[config.mk]
export PLATFORM = sky130hd
export DESIGN_NAME = time_keeper
export DESIGN_NICKNAME = d
export VERILOG_FILES = /design/src/rtl/clock_defs.sv /design/src/rtl/rise_detect.sv /design/src/rtl/time_keeper.sv
export SDC_FILE = /design/constraint.sdc
export NUM_CORES = 1
export LEC_CHECK = 0
export CORE_MARGIN = 2
export CORE_UTILIZATION = 60
export CTS_BUF_LIST = sky130_fd_sc_hd__clkbuf_8 sky130_fd_sc_hd__clkbuf_16
export DETAILED_ROUTE_END_ITERATION = 10
export DONT_BUFFER_PORTS = 1
export PLACE_DENSITY = 0.85
export SLEW_MARGIN = 0
export SYNTH_ARGS = -nofsm -noshare
export SYNTH_HDL_FRONTEND = slang
export SYNTH_HIERARCHICAL = 1
export SYNTH_SLANG_ARGS = --single-unit
[constraint.sdc]
create_clock -name clk -period 3.4 [get_ports clk]
set_input_delay 0.85 -clock clk [delete_from_list [all_inputs] [get_ports clk]]
set_output_delay 0.85 -clock clk [all_outputs]
set_load 0.02 [all_outputs]
[src/rtl/clock_defs.sv]
// Shared definitions for the digital clock: set-mode encodings, field limits
// and the hour stepping rule used by both the tick carry and SET_HOUR.
// Optional build macro: CLOCK_12H_EN selects 1..12 hours with a PM flag.
package clock_defs;

    localparam int TIME_W = 6;

    localparam logic [TIME_W-1:0] SEC_MAX     = 6'd59;
    localparam logic [TIME_W-1:0] MIN_MAX     = 6'd59;
    localparam logic [TIME_W-1:0] HOUR_MAX_24 = 6'd23;
    localparam logic [TIME_W-1:0] HOUR_MAX_12 = 6'd12;

`ifdef CLOCK_12H_EN
    localparam logic [TIME_W-1:0] HOUR_RESET = HOUR_MAX_12;
`else
    localparam logic [TIME_W-1:0] HOUR_RESET = 6'd0;
`endif

    typedef enum logic [1:0] {
        MODE_RUN      = 2'b00,
        MODE_SET_HOUR = 2'b01,
        MODE_SET_MIN  = 2'b10
    } mode_t;

    typedef struct packed {
        logic [TIME_W-1:0] hour;
        logic              pm;
    } hour_pm_t;

    // Next hour value. In 12-hour mode 11->12 flips AM/PM and 12->1 does not;
    // in 24-hour mode the PM flag passes through untouched (it stays 0).
    function automatic hour_pm_t hour_step(input logic [TIME_W-1:0] hour,
                                           input logic              pm);
        hour_pm_t res;
`ifdef CLOCK_12H_EN
        if (hour == HOUR_MAX_12) begin
            res.hour = 6'd1;
            res.pm   = pm;
        end else begin
            res.hour = hour + 6'd1;
            res.pm   = (hour == HOUR_MAX_12 - 6'd1) ? ~pm : pm;
        end
`else
        res.hour = (hour == HOUR_MAX_24) ? 6'd0 : hour + 6'd1;
        res.pm   = pm;
`endif
        return res;
    endfunction

endpackage

[src/rtl/rise_detect.sv]
// Rising-edge detector for a clean, clk-synchronous level input.
// The pulse is combinational from the registered history so the consuming
// logic acts on the same edge that first samples the level high.
module rise_detect (
    input  logic clk,
    input  logic rst,
    input  logic din,
    output logic rise
);

    logic din_q;

    // One-cycle history of the input; cleared by the synchronous active-low reset.
    // NOTE: sequential state uses non-blocking (<=) so every flop samples pre-edge values.
    always_ff @(posedge clk) begin
        if (!rst) din_q <= 1'b0;
        else      din_q <= din;
    end

    assign rise = din & ~din_q;

endmodule

[src/rtl/time_keeper.sv]
// Timekeeping core: 1 s prescaler, sec/min/hour counters with carry and a
// button-driven set mode (RUN -> SET_HOUR -> SET_MIN -> RUN).
// Optional build macro: CLOCK_12H_EN (12-hour display with PM indicator).
module time_keeper
    import clock_defs::*;
#(
    parameter int TICK_DIV = 50000000,
    parameter int CNT_W    = 26
) (
    input  logic              clk,
    input  logic              rst,
    input  logic              btn_mode,
    input  logic              btn_inc,
    output logic [TIME_W-1:0] sec_val,
    output logic [TIME_W-1:0] min_val,
    output logic [TIME_W-1:0] hour_val,
    output logic [1:0]        mode,
    output logic              sec_tick,
    output logic              pm
);

    localparam logic [CNT_W-1:0] TICK_LAST = CNT_W'(TICK_DIV - 1);

    mode_t            state;
    mode_t            state_next;
    logic [CNT_W-1:0] presc;
    logic             pm_q;
    logic             mode_edge;
    logic             inc_edge;

    rise_detect u_mode_edge (
        .clk  (clk),
        .rst  (rst),
        .din  (btn_mode),
        .rise (mode_edge)
    );

    rise_detect u_inc_edge (
        .clk  (clk),
        .rst  (rst),
        .din  (btn_inc),
        .rise (inc_edge)
    );

    // Set-mode state register.
    always_ff @(posedge clk) begin
        if (!rst) state <= MODE_RUN;
        else      state <= state_next;
    end

    // Next-state logic: every mode button edge advances one step; 11 recovers to RUN.
    // NOTE: defaulting state_next first keeps this block free of inferred latches.
    always_comb begin
        state_next = state;
        case (state)
            MODE_RUN:      if (mode_edge) state_next = MODE_SET_HOUR;
            MODE_SET_HOUR: if (mode_edge) state_next = MODE_SET_MIN;
            MODE_SET_MIN:  if (mode_edge) state_next = MODE_RUN;
            default:       state_next = MODE_RUN;
        endcase
    end

    // Prescaler, time counters and tick pulse. A mode edge always wins over inc.
    always_ff @(posedge clk) begin
        if (!rst) begin
            presc    <= '0;
            sec_val  <= '0;
            min_val  <= '0;
            hour_val <= HOUR_RESET;
            pm_q     <= 1'b0;
            sec_tick <= 1'b0;
        end else begin
            sec_tick <= 1'b0;
            case (state)
                MODE_RUN: begin
                    if (mode_edge) begin
                        // Leaving for SET_HOUR: restart the second from zero.
                        presc   <= '0;
                        sec_val <= '0;
                    end else if (presc == TICK_LAST) begin
                        presc    <= '0;
                        sec_tick <= 1'b1;
                        if (sec_val == SEC_MAX) begin
                            sec_val <= '0;
                            if (min_val == MIN_MAX) begin
                                min_val          <= '0;
                                {hour_val, pm_q} <= hour_step(hour_val, pm_q);
                            end else begin
                                min_val <= min_val + 6'd1;
                            end
                        end else begin
                            sec_val <= sec_val + 6'd1;
                        end
                    end else begin
                        presc <= presc + 1'b1;
                    end
                end
                MODE_SET_HOUR: begin
                    presc   <= '0;
                    sec_val <= '0;
                    if (inc_edge && !mode_edge)
                        {hour_val, pm_q} <= hour_step(hour_val, pm_q);
                end
                MODE_SET_MIN: begin
                    presc   <= '0;
                    sec_val <= '0;
                    if (inc_edge && !mode_edge)
                        min_val <= (min_val == MIN_MAX) ? 6'd0 : min_val + 6'd1;
                end
                default: begin
                    presc   <= '0;
                    sec_val <= '0;
                end
            endcase
        end
    end

    assign mode = state;
    assign pm   = pm_q;

endmodule

=== Yosys cells after proc, flatten, opt, wreduce, memory -nomap -nowiden ===
Index checks and enable logic that the tools add are counted.

* Mux-type cells: 19
* Equal/unequal tests: 15
* Reduce and logical (&&, ||, !) cells: 10
* Add/sub/neg operators: 4
* Bitwise gates (word level): 6

{| class="wikitable"
|+ Operator list
! cell !! number
|-
| 2-to-1 mux 6 bit || 12
|-
| adder 26 x 1 -> 26 bit (second input constant) || 1
|-
| equality test 26 bit (second input constant) || 1
|-
| case mux 6 bit (2 select lines) || 2
|-
| adder 6 x 1 -> 6 bit (second input constant) || 3
|-
| inequality test 2 bit (second input constant) || 9
|-
| equality test 6 bit (second input constant) || 2
|-
| equality test 6 x 5 -> 1 bit (second input constant) || 1
|-
| 2-to-1 mux 2 bit || 3
|-
| case mux 2 bit (3 select lines) || 1
|-
| AND reduction 6 bit || 1
|-
| AND reduction 5 bit || 1
|-
| inverter 1 bit || 4
|-
| nonzero test 2 bit || 2
|-
| OR reduction 4 bit || 1
|-
| AND reduction 3 bit || 1
|-
| OR reduction 3 bit || 1
|-
| AND 1 bit || 2
|-
| equality test 2 x 1 -> 1 bit (second input constant) || 1
|-
| equality test 2 bit (second input constant) || 1
|-
| zero test 2 bit || 1
|-
| logical AND 1 bit || 1
|-
| zero test 1 bit || 1
|-
| 2-to-1 mux 1 bit || 1
|}

* Bits in registers: 49
* Bits of input ports: 4
* Logic and storage cells: 62
* Output and inout port bits: 22

=== Logic depth before layout (Yosys ltp) ===
Gate-level depths: netlist (run 1).

* Word-level depth: 7
* Gate-level depth with buffers: 7
* Depth with buffers taken out: 6

=== Hierarchy ===
The synthesis (run 1) kept the hierarchy.

{| class="wikitable"
|+ By module, submodules not included
! module !! instances !! cells each !! seq. area each (um2) !! area an instance (um2)
|-
| time_keeper || 1 || 273 || 940.9 || 2,337.2
|-
| rise_detect || 2 || 3 || 20.0 || 40.0
|}

=== Worst setup path after synthesis (run 1) ===
Ideal clock, no wire load.

* Path type: input-to-reg
* From: input btn_mode
* To: register hour_val[5]
* Arrival time: 2.305 ns
* Stages on the path: 7
* Slack: 1.024 ns
* Buffers on the path: 1
* Data required time: 3.328 ns
* Library setup time: 0.072 ns
* Cells stage by stage: nor2b_4 > or2_2 > clkbuf_1 > nor2_1 > nand4_1 > a211oi_1 > mux2i_1

* Cells in the longest elaborated chain, start to end: 5
* Elaborated cells between the ends (all ways): 6
* Classes of those cells: eq/ne: 2; bitwise: 1; reduce/logical: 3

{| class="wikitable"
|+ RTL lines
! element !! RTL line !! text
|-
| start, declared || time_keeper.sv:12 || <nowiki>input logic btn_mode,</nowiki>
|-
| AND 1 bit (*) || rise_detect.sv:20 || <nowiki>assign rise = din & ~din_q;</nowiki>
|-
| zero test 1 bit || time_keeper.sv:101 || <nowiki>if (inc_edge && !mode_edge)</nowiki>
|-
| logical AND 1 bit || time_keeper.sv:101 ||
|-
| inequality test 2 bit (no line) || n/a ||
|-
| AND reduction 6 bit (no line) (*) || n/a ||
|-
| end signal, assigned || time_keeper.sv:87 || <nowiki>{hour_val, pm_q} <= hour_step(hour_val, pm_q);</nowiki>
|-
| end signal, assigned || time_keeper.sv:102 || <nowiki>{hour_val, pm_q} <= hour_step(hour_val, pm_q);</nowiki>
|-
| end, declared || time_keeper.sv:16 || <nowiki>output logic [TIME_W-1:0] hour_val,</nowiki>
|}

Mark *: on every way between the ends. The rest lies on a longest branch, timed or not.
A chain may end at the register's enable or synchronous reset.

=== Worst setup path in the final report (run 1) ===
* From: register presc[19]
* To: register hour_val[5]

* Cells in the longest elaborated chain, start to end: 3

{| class="wikitable"
|+ RTL lines
! element !! RTL line !! text
|-
| start, declared || time_keeper.sv:26 || <nowiki>logic [CNT_W-1:0] presc;</nowiki>
|-
| start signal, assigned || time_keeper.sv:95 || <nowiki>presc <= presc + 1'b1;</nowiki>
|-
| equality test 26 bit || time_keeper.sv:80 || <nowiki>end else if (presc == TICK_LAST) begin</nowiki>
|-
| inequality test 2 bit (no line) || n/a ||
|-
| AND reduction 6 bit (no line) || n/a ||
|}

No other way between the ends.

==> results of run 1 <==
per-layer routing:
metal / up-vias / track usage
met1: 906 / 0.253
met5: - / 0
li1: 984 / -
met4: 0 / 0.0918
met3: 7 / 0.0467
met2: 42 / 0.375
layout by cell type (no fill, tap or decap), types with 7 or more instances in the layout:
cell type / synthesis / layout
a21oi_1: 11 / 11
and2_1: 7 / 7
dfxtp_1: 49 / 49
nand2_1: 24 / 24
nand3_1: 22 / 22
nand4_1: 13 / 13
nor2_1: 39 / 39
nor4_1: 7 / 7
o21ai_0: 9 / 9
xnor2_1: 12 / 12
xor2_1: 16 / 16
metrics by stage:
step,cells,setup slack [ns],hold WS (ns),utilization
after floorplan,279,1.02,0.447,-
after global placement,322,0.985,0.467,0.621
after detailed placement,322,0.945,0.471,0.621
after CTS,330,0.935,0.492,0.643
after global routing,330,0.724,0.534,0.643
final,330,0.958,0.494,0.643
final timing paths:
check	endpoint	slack (ns)	cells past startpoint
setup / recovery	hour_val[5]$_SDFFE_PN0P_	0.96	5
hold / removal	presc[25]$_SDFF_PP0_	0.49	2
setup reg to reg	hour_val[5]$_SDFFE_PN0P_	0.96	5
hold reg to reg	presc[25]$_SDFF_PP0_	0.49	2
cells in the mapped netlist (5+ instances only):
| library cell | number |
|---|---|
| a21oi_1 | 11 |
| and2_1 | 7 |
| xor2_1 | 16 |
| nand3_1 | 22 |
| nand4_1 | 13 |
| xnor2_1 | 12 |
| clkbuf_1 | 5 |
| dfxtp_1 | 49 |
| nor2_1 | 39 |
| nand2_1 | 24 |
| nor3_1 | 5 |
| o21ai_0 | 9 |
| nor4_1 | 7 |
cell type report:
| class | instances | area (um2) |
|---|---|---|
| Sequential cell | 49 | 981 |
| Clock inverter | 3 | 17.5 |
| Inverter | 4 | 15.0 |
| Clock buffer | 5 | 68.8 |
| Timing Repair Buffer | 2 | 15.0 |
| Fill cell | 334 | 1410 |
| Multi-Input combinational cell | 217 | 1370 |
| Tap cell | 50 | 62.6 |
worst max-delay path, stage by stage, from the launching register on:
cell	delay, ns
dfxtp_1	0.42
or4b_4	0.50
nor4_4	0.54
nand4_1	0.35
a211oi_1	0.37
mux2i_1	0.21
sequential cells by signal, indices dropped and copies added (netlist names):
name and count:
hour_val 6, min_val 6, mode 2, sec_val 6, u_mode_edge/din_q 1, u_inc_edge/din_q 1
presc 26, sec_tick 1
logic make-up after synthesis:
family | Yosys count
and+or+nand+nor | 149
DFF | 49
xor gates and xnor gates | 28
other | 1
AOI/OAI and AO/OA | 31
buffers and inverters | 13
adders and majority gates | 4
muxes | 4
power groups by stage:
stage	clock, mW	combinational, mW	sequential (mW)
final	0.334	0.0448	0.596
after global routing	0.364	0.0520	0.598
after global placement	0	0.0440	0.609
after floorplan	0	0.0398	0.607
after detailed placement	0	0.0451	0.610
after CTS	0.340	0.0453	0.596
==> flow_metrics.py, run 1 <==
metrics = {
    "status": {
        "status": "finished clean",
    },
    "drt": {
        "routedWlPerCell_um": 13.6,
        "wl_met3_um": 199,
        "wl_um": 4490,
        "ant_nets": 0,
        "route.met2.wl_um": 2180,
        "drt_iter0_markers": 108,
        "top_layer": "met4",
        "num_vias": 1939,
        "drcViolationCount": 0,
        "met1_length_um": 2040,
        "dr.pass1.iters": 5,
        "viasPerCell": 5.88,
    },
    "pwr": {
        "p_comb_frac": 0.046,
        "switching_share": 0.242,
        "p_per_area_nw_per_um2": 385,
        "power.internal_mw": 0.739,
        "pwr-share-seq": 0.611,
        "clkPwrFrac": 0.343,
        "power.total_mw": 0.975,
        "max-vdd-ir-drop_mv": 0.260,
        "power_switching_mw": 0.236,
        "p_leak_nw": 0.841,
    },
    "global_routing": {
        "grt_usage": 0.215,
        "antenna_found_initial": 0,
        "grt_pass1_wl_um": 7460,
        "grt_pass1_vias": 1753,
        "grt_max_degree": 27,
        "overflow": 0,
    },
    "synthesis": {
        "synth_top_family_by_area": "simple AND/OR/NAND/NOR gates",
        "synth_xor_area_frac": 0.101,
        "synth_fa_ha_area_frac": 0.0207,
        "synth_top_cell_area_share": 0.406,
        "synth_top_area_cell": "dfxtp_1",
        "syn_avg_cell_area_um2": 8.66,
        "synthSimpleGateAreaFrac": 0.339,
        "ys_ff_latch": 49,
        "synth_compound_area_frac": 0.0890,
        "muxShareOfSynthArea": 0.0166,
        "synth_ff_type": "dfxtp_1",
        "yosysUniqueCellTypes": 49,
        "ys_top_cells_by_area": "dfxtp_1 (41%), nor2_1 (6.1%), xor2_1 (5.8%)",
        "async_flop_share": 0,
        "synth_area_um2": 2420,
        "netlist_instances": 279,
        "synth_edf_count": 0,
        "ys_seq_area_frac": 0.406,
        "yosysWarnings": 6,
        "synth_nets": 287,
    },
    "floorplanning": {
        "die_w_um": 67.5,
        "io_pins": 26,
        "initial_utilization": 0.613,
        "rows": 23,
        "die_area_um2": 4550,
        "core-area_um2": 3940,
        "die_h_um": 67.5,
    },
    "final_layout": {
        "drive_gt1_frac": 0.0893,
        "fin_area_um2": 2530,
        "fin_nets": 287,
        "n_antenna_cell": 0,
        "syn2layout_area_growth_pct": 4.81,
    },
    "cts": {
        "insertion_delay_ns": 0.31,
        "post_cts_buffers": 0,
        "cts_tree": "built",
        "cts-root-buf": "clkbuf_8",
        "cts_buffers": 5,
        "ctsResizeCount": 0,
        "cts_htree_levels": 2,
        "cts_hold_buf": 0,
        "cts_num_sinks": 49,
        "path_clk_slew_ns": 0.09,
        "clk_path_buf_depth": 2,
    },
    "placed_design": {
        "globalplace.congestion": 0.745,
        "io_buffers": 0,
        "hpwl_um": 3190,
        "place_area_um2": 2450,
    },
    "sta": {
        "relSlewSlack": 0.593,
        "rsz0062_at_grt": "false",
        "finalSetupViolCount": 0,
        "max_freq_mhz": 410,
        "finalCritPeriodShare": 0.718,
        "drv_slew": 0,
        "worst_slew_pin_slew_ns": 0.607,
        "min_period_ns": 2.44,
        "skew_ns": 0.00941,
        "hold_viol_final": 0,
        "tns_ns": 0,
    },
    "setup_path": {
        "r2r_start": "presc[19]$_SDFF_PP0_",
        "worstSetupEndpointType": "register",
        "critical_path.max_fanout": 10,
        "criticalPathCategory": "reg2reg",
        "crit_arrival_ns": 2.69,
        "start_kind": "register",
        "required_ns": 3.65,
        "critPathLaunch": "presc[19]$_SDFF_PP0_",
    },
    "worst_hold_path": {
        "min_path_type": "reg2reg",
        "worstHoldStart": "presc[25]$_SDFF_PP0_",
    },
    "flow_run": {
        "drv_cap": 0,
    },
}
Note: power is estimated with default switching activity, not from simulation.
==> run 2: changes to the inputs <==
- clock period: 3.4 -> 2.3 ns (I/O delays scaled with it)
==> run 2 against run 1 <==
- sequential share of layout area decreased by 1.8 points
- register-to-register slack worse by 0.81 ns
- design area up 4.7%
- setup slack got worse by 0.81 ns
- critical path depth is 1 higher
- largest cell class unchanged
- fmax rose by 13%
- sequential power rose by 48%
- flip-flop and latch count stayed put
==> flow_metrics.py, run 2 (synthesized netlist as in run 1, its figures left out) <==
metrics = {
    "cts": {
        "cts_htree_levels": 2,
        "path_clk_slew_ns": 0.08,
        "cts_hold_buf": 0,
        "cts_buffers": 5,
        "cts_num_sinks": 49,
        "cts-root-buf": "clkbuf_8",
        "cts_tree": "built",
        "insertion_delay_ns": 0.30,
        "clk_path_buf_depth": 2,
        "ctsResizeCount": 0,
    },
    "drt": {
        "drt_iter0_markers": 76,
        "ant_nets": 0,
        "dr.pass1.iters": 4,
        "drcViolationCount": 0,
        "viasPerCell": 5.81,
        "num_vias": 2000,
        "wl_um": 4780,
        "routedWlPerCell_um": 13.9,
    },
    "sta": {
        "max_freq_mhz": 464,
        "skew_ns": 0.00422,
        "finalSetupViolCount": 0,
        "worst_slew_pin_slew_ns": 0.507,
        "hold_viol_final": 0,
        "finalCritPeriodShare": 0.937,
        "rsz0062_at_grt": "false",
        "drv_slew": 0,
        "min_period_ns": 2.15,
        "relSlewSlack": 0.657,
        "tns_ns": 0,
    },
    "global_routing": {
        "antenna_found_initial": 0,
        "grt_usage": 0.221,
        "grt_max_degree": 27,
        "grt_pass1_vias": 1753,
        "overflow": 0,
        "grt_pass1_wl_um": 7580,
    },
    "final_layout": {
        "fin_nets": 303,
        "stdcell_count": 344,
        "syn2layout_area_growth_pct": 9.78,
        "largest_register": "presc",
        "n_fill_cell": 323,
        "final_cell_mix": "dfxtp_1 (49), nor2_1 (39), nand2_1 (24)",
        "fin_area_um2": 2650,
        "largest_register_ff_count": 26,
        "layout_commonest_cell": "dfxtp_1",
        "drive_gt1_frac": 0.133,
        "n_antenna_cell": 0,
    },
    "pwr": {
        "switching_share": 0.238,
        "pwr-share-seq": 0.616,
        "power.internal_mw": 1.09,
        "p_per_area_nw_per_um2": 539,
        "clkPwrFrac": 0.331,
        "p_leak_nw": 0.928,
        "max-vdd-ir-drop_mv": 0.353,
        "power_switching_mw": 0.340,
        "p_comb_frac": 0.053,
    },
    "setup_path": {
        "r2r_cells": 6,
        "worstSetupEndpointType": "register",
        "required_ns": 2.54,
        "start_kind": "register",
        "critical_path.max_fanout": 7,
        "crit_arrival_ns": 2.39,
        "criticalPathCategory": "reg2reg",
    },
    "status": {
        "status": "finished clean",
    },
    "worst_hold_path": {
        "min_path_type": "in2reg",
        "worstHoldPathCells": 1,
    },
    "floorplanning": {
        "initial_utilization": 0.613,
        "rows": 23,
        "die_w_um": 67.5,
        "die_area_um2": 4550,
        "io_pins": 26,
        "core-area_um2": 3940,
        "die_h_um": 67.5,
    },
    "flow_run": {
        "drv_cap": 0,
    },
    "placed_design": {
        "place_area_um2": 2570,
        "hpwl_um": 3500,
        "globalplace.congestion": 0.807,
        "placed_cells": 337,
        "io_buffers": 0,
    },
}
==> run 2: cell types whose count changed in the layout (fill, tap and decap cells not counted), sizes merged <==
cell,before,now
clkinvlp,1,0
buf,2,18
clkinv,3,2
==> run 2: worst paths after layout <==
path | endpoint | startpoint | slack [ns]
max | min_val[2]$_SDFFE_PN0P_ | presc[11]$_SDFF_PP0_ | 0.15
min | u_mode_edge/din_q$_SDFF_PN0_ | btn_mode | 0.40
max reg2reg | min_val[2]$_SDFFE_PN0P_ | presc[11]$_SDFF_PP0_ | 0.15
min reg2reg | presc[0]$_SDFF_PP0_ | presc[0]$_SDFF_PP0_ | 0.51
==> run 2: power groups by stage <==
| stage | logic, mW | clock network (mW) | registers [mW] |
|---|---|---|---|
| final | 0.0759 | 0.474 | 0.881 |
| after global placement | 0.0745 | 0 | 0.900 |
| after detailed placement | 0.0760 | 0 | 0.901 |
| after floorplan | 0.0588 | 0 | 0.897 |
| after global routing | 0.0845 | 0.519 | 0.883 |
| after CTS | 0.0763 | 0.485 | 0.881 |
==> run 2: layout make-up <==
type	instances	area, um2	share of cell area
Clock inverter	1	5.00	0.00189
Clock buffer	5	68.8	0.0259
Tap cell	50	62.6	0.0236
Sequential cell	49	981	0.370
Multi-Input combinational cell	217	1370	0.518
Timing Repair Buffer	18	148	0.0556
Inverter	4	15.0	0.00566
==> run 2: worst max-delay path, stage by stage (launching register included) <==
cell	delay [ns]
dfxtp_1	0.35
or4b_1	0.58
nor4_4	0.22
buf_4	0.18
a31oi_4	0.11
or4b_1	0.52
a21oi_1	0.13
==> run 2: metrics by stage <==
stage          power [mW]  hold slack (ns)   util  worst slack, ns
2_1_floorplan       0.956            0.447      -            0.124
3_3_place_gp        0.975            0.469  0.652            0.137
3_5_place_dp        0.977            0.482  0.652           0.0938
4_1_cts              1.44            0.392  0.671           0.0710
5_1_grt              1.49            0.391  0.673           0.0479
6_report             1.43            0.401  0.673            0.145
==> run 2: per-layer routing <==
metal	wire length, um	GRT usage	vias to the layer above
met5	0	0	-
met4	62	0.0765	0
met3	156	0.0650	5
met2	2370	0.374	25
met1	2200	0.267	947
li1	-	-	1023
==> run 2: what timing repair did <==
action                                  in CTS  in global routing
endpoints found under the setup margin       0                  5
hold endpoints to repair                     0                  0
buffers inserted                             0                  1
==> RTL edit, RTL diff (flow settings as in run 1) <==
The parameter `CNT_W` goes from 26 to 52.
--- a/src/rtl/time_keeper.sv
+++ b/src/rtl/time_keeper.sv
@@ -5,7 +5,7 @@
     import clock_defs::*;
 #(
     parameter int TICK_DIV = 50000000,
-    parameter int CNT_W    = 26
+    parameter int CNT_W    = 52
 ) (
     input  logic              clk,
     input  logic              rst,
Check against the original RTL: no difference found for any inputs over 10 cycles, from zero or initial values and one cycle with rst low; that may be too few to reach the edited logic, so the function may still have changed.
==> RTL edit against run 1 <==
- wire length is 62% higher
- largest cell class unchanged
- sequential cell count is 26 higher
- critical path depth is 2 higher
- final area is 55% higher
- largest power group unchanged
- setup slack worse by 0.011 ns
- area after synthesis is 51% higher
- combinational power is 8.7% higher
- power is 81% higher
- critical endpoint unchanged
==> RTL edit: results (changes against run 1) <==
diodes: 0  # unchanged
async_flop_share: 0  # unchanged
ir_drop_uv: 334.0  # was 260.3 uV
holdCritPathClass: "flop to flop"  # unchanged
status: "complete, no violations"  # unchanged
htreeDepth: 3  # was 2
ctsLongestPathBuffers: 2  # unchanged
dpl.hpwl_um: 5057  # was 3185 um
drt_first_pass_iters: 4  # was 5
yosys_warnings: 6  # unchanged
ys.flop_type: "dfxtp_1"  # unchanged
seq_area_frac_synth: 0.4114  # was 0.4058
synthDistinctLibCells: 52  # was 49
power_leakage_nw: 1.280  # was 0.8410 nW
gr-usage-all-layers: 0.2369  # was 0.2153
placed_cell_area_mm2: 0.003690  # was 0.002447 mm^2
via_per_inst: 5.994  # was 5.876
first_iter_violations: 117  # was 108
drive_gt1_frac: 0.07494  # was 0.08929
antenna_found_initial: 0  # unchanged
cts-root-buf: "clkbuf_8"  # unchanged
postCtsResizedCells: 0  # unchanged
r2r_slack_ns: 0.95
slowest_delay_ns: 0.53
cts_setup_buffers: 0  # unchanged
grt_pass1_vias: 2715  # was 1753
cts_made_buffers: 9  # was 5
yosys-top-cells-count: "75 x dfxtp_1, 63 x nor2_1, 35 x nand2_1"  # was 49 x dfxtp_1, 39 x nor2_1, 24 x nand2_1
path_clk_slew_ns: 0.08
fillers: 473  # was 334
path_delay_family: "simple AND/OR/NAND/NOR gates"  # unchanged
path_max_fanout: 12  # was 10
synth_area_leaders: "dfxtp_1 41%, nor2_1 6.5%, xor2_1 6.5%"  # was dfxtp_1 41%, nor2_1 6.1%, xor2_1 5.8%
grt_start_max_net_pins: 28  # was 27
wl_um: 7264  # was 4494 um
largest_reg_flops: 52  # was 26
gp_congestion: 0.7931  # was 0.7450
insertion_delay_ns: 0.35  # was 0.31 ns
finClkSkew_ns: 0.008463  # was 0.009411 ns
port_buffers: 0  # unchanged
grt_pass1_wl_um: 12200  # was 7458 um
tightestPinTransition_ns: 0.7275  # was 0.6066 ns
worst_path_max_delay_cell: "or4_1"  # was nor4_4
top_register: "presc"  # unchanged
nets: 430  # was 287
==> RTL edit: cell count changes after synthesis, moves of 5 or more <==
| cell | delta |
|---|---|
| dfxtp_1 | +26 |
| nor2_1 | +24 |
| nand2_1 | +11 |
| xor2_1 | +11 |
| or3_1 | +10 |
| nand3_1 | +9 |
| nor3_1 | +8 |
| o21ai_0 | +7 |
| and3_1 | +6 |
| xnor2_1 | +6 |
| buf_2 | +5 |
| o21ai_1 | +5 |
==> RTL edit: cell type report <==
cell class              instances  area, um^2  share of cell area
clock buffers                  13       178.9             0.04545
well taps                      75       93.84             0.02384
flip-flops and latches         75        1501              0.3814
clock inverters                 3       67.56             0.01716
multi-input cells             327        2041              0.5184
repair buffers                  2       27.53            0.006993
inverters                       7       26.28            0.006675
==> RTL edit: kinds of logic (layout without fill, tap and decap cells) <==
kind of cell               Yosys count  in the layout  synth area share
muxes                                3              3          0.008228
other                                1              1          0.001027
and+or+nand+nor                    231            231            0.3572
AOI/OAI and AO/OA                   43             43           0.07028
buffers and inverters               24             25           0.03017
xor gates and xnor gates            45             45            0.1080
DFF                                 75             75            0.4114
adders and majority gates            4              4           0.01371
==> RTL edit: path summary, 6_finish.rpt <==
check / from / to / cells past startpoint
max: presc[0] / hour_val[5] / 7
max reg2reg: presc[0] / hour_val[5] / 7
min reg2reg: presc[0] / presc[0] / 1
min: presc[0] / presc[0] / 1
==> RTL edit: metal layers <==
layer,GRT usage,up-vias,wire length (um)
met1,0.2947,1437,3365
met3,0.06813,15,346
li1,-,1494,-
met2,0.3862,63,3406
met4,0.09333,0,145
met5,0,-,0
==> RTL edit: through the flow <==
step                      power (W)  std cells  hold WS (ns)    util  worst slack, ns
after global placement    0.0009631        486        0.4660  0.6269           0.7389
after global routing       0.001824        502        0.5033  0.6688           0.7553
after CTS                  0.001774        502        0.4924  0.6688           0.9607
after detailed placement  0.0009657        486        0.4793  0.6269           0.6482
final                      0.001762        502        0.4931  0.6688           0.9474
after floorplan           0.0009583        426        0.4413       -           0.7923
==> RTL edit: power by group <==
part / total [W] / leakage, nW / internal [W] / switching, W
clock: 0.000816 / 0.122 / 0.000494 / 0.000323
sequential: 0.000896 / 0.605 / 0.000884 / 0.0000126
combinational: 0.0000487 / 0.553 / 0.0000174 / 0.0000312
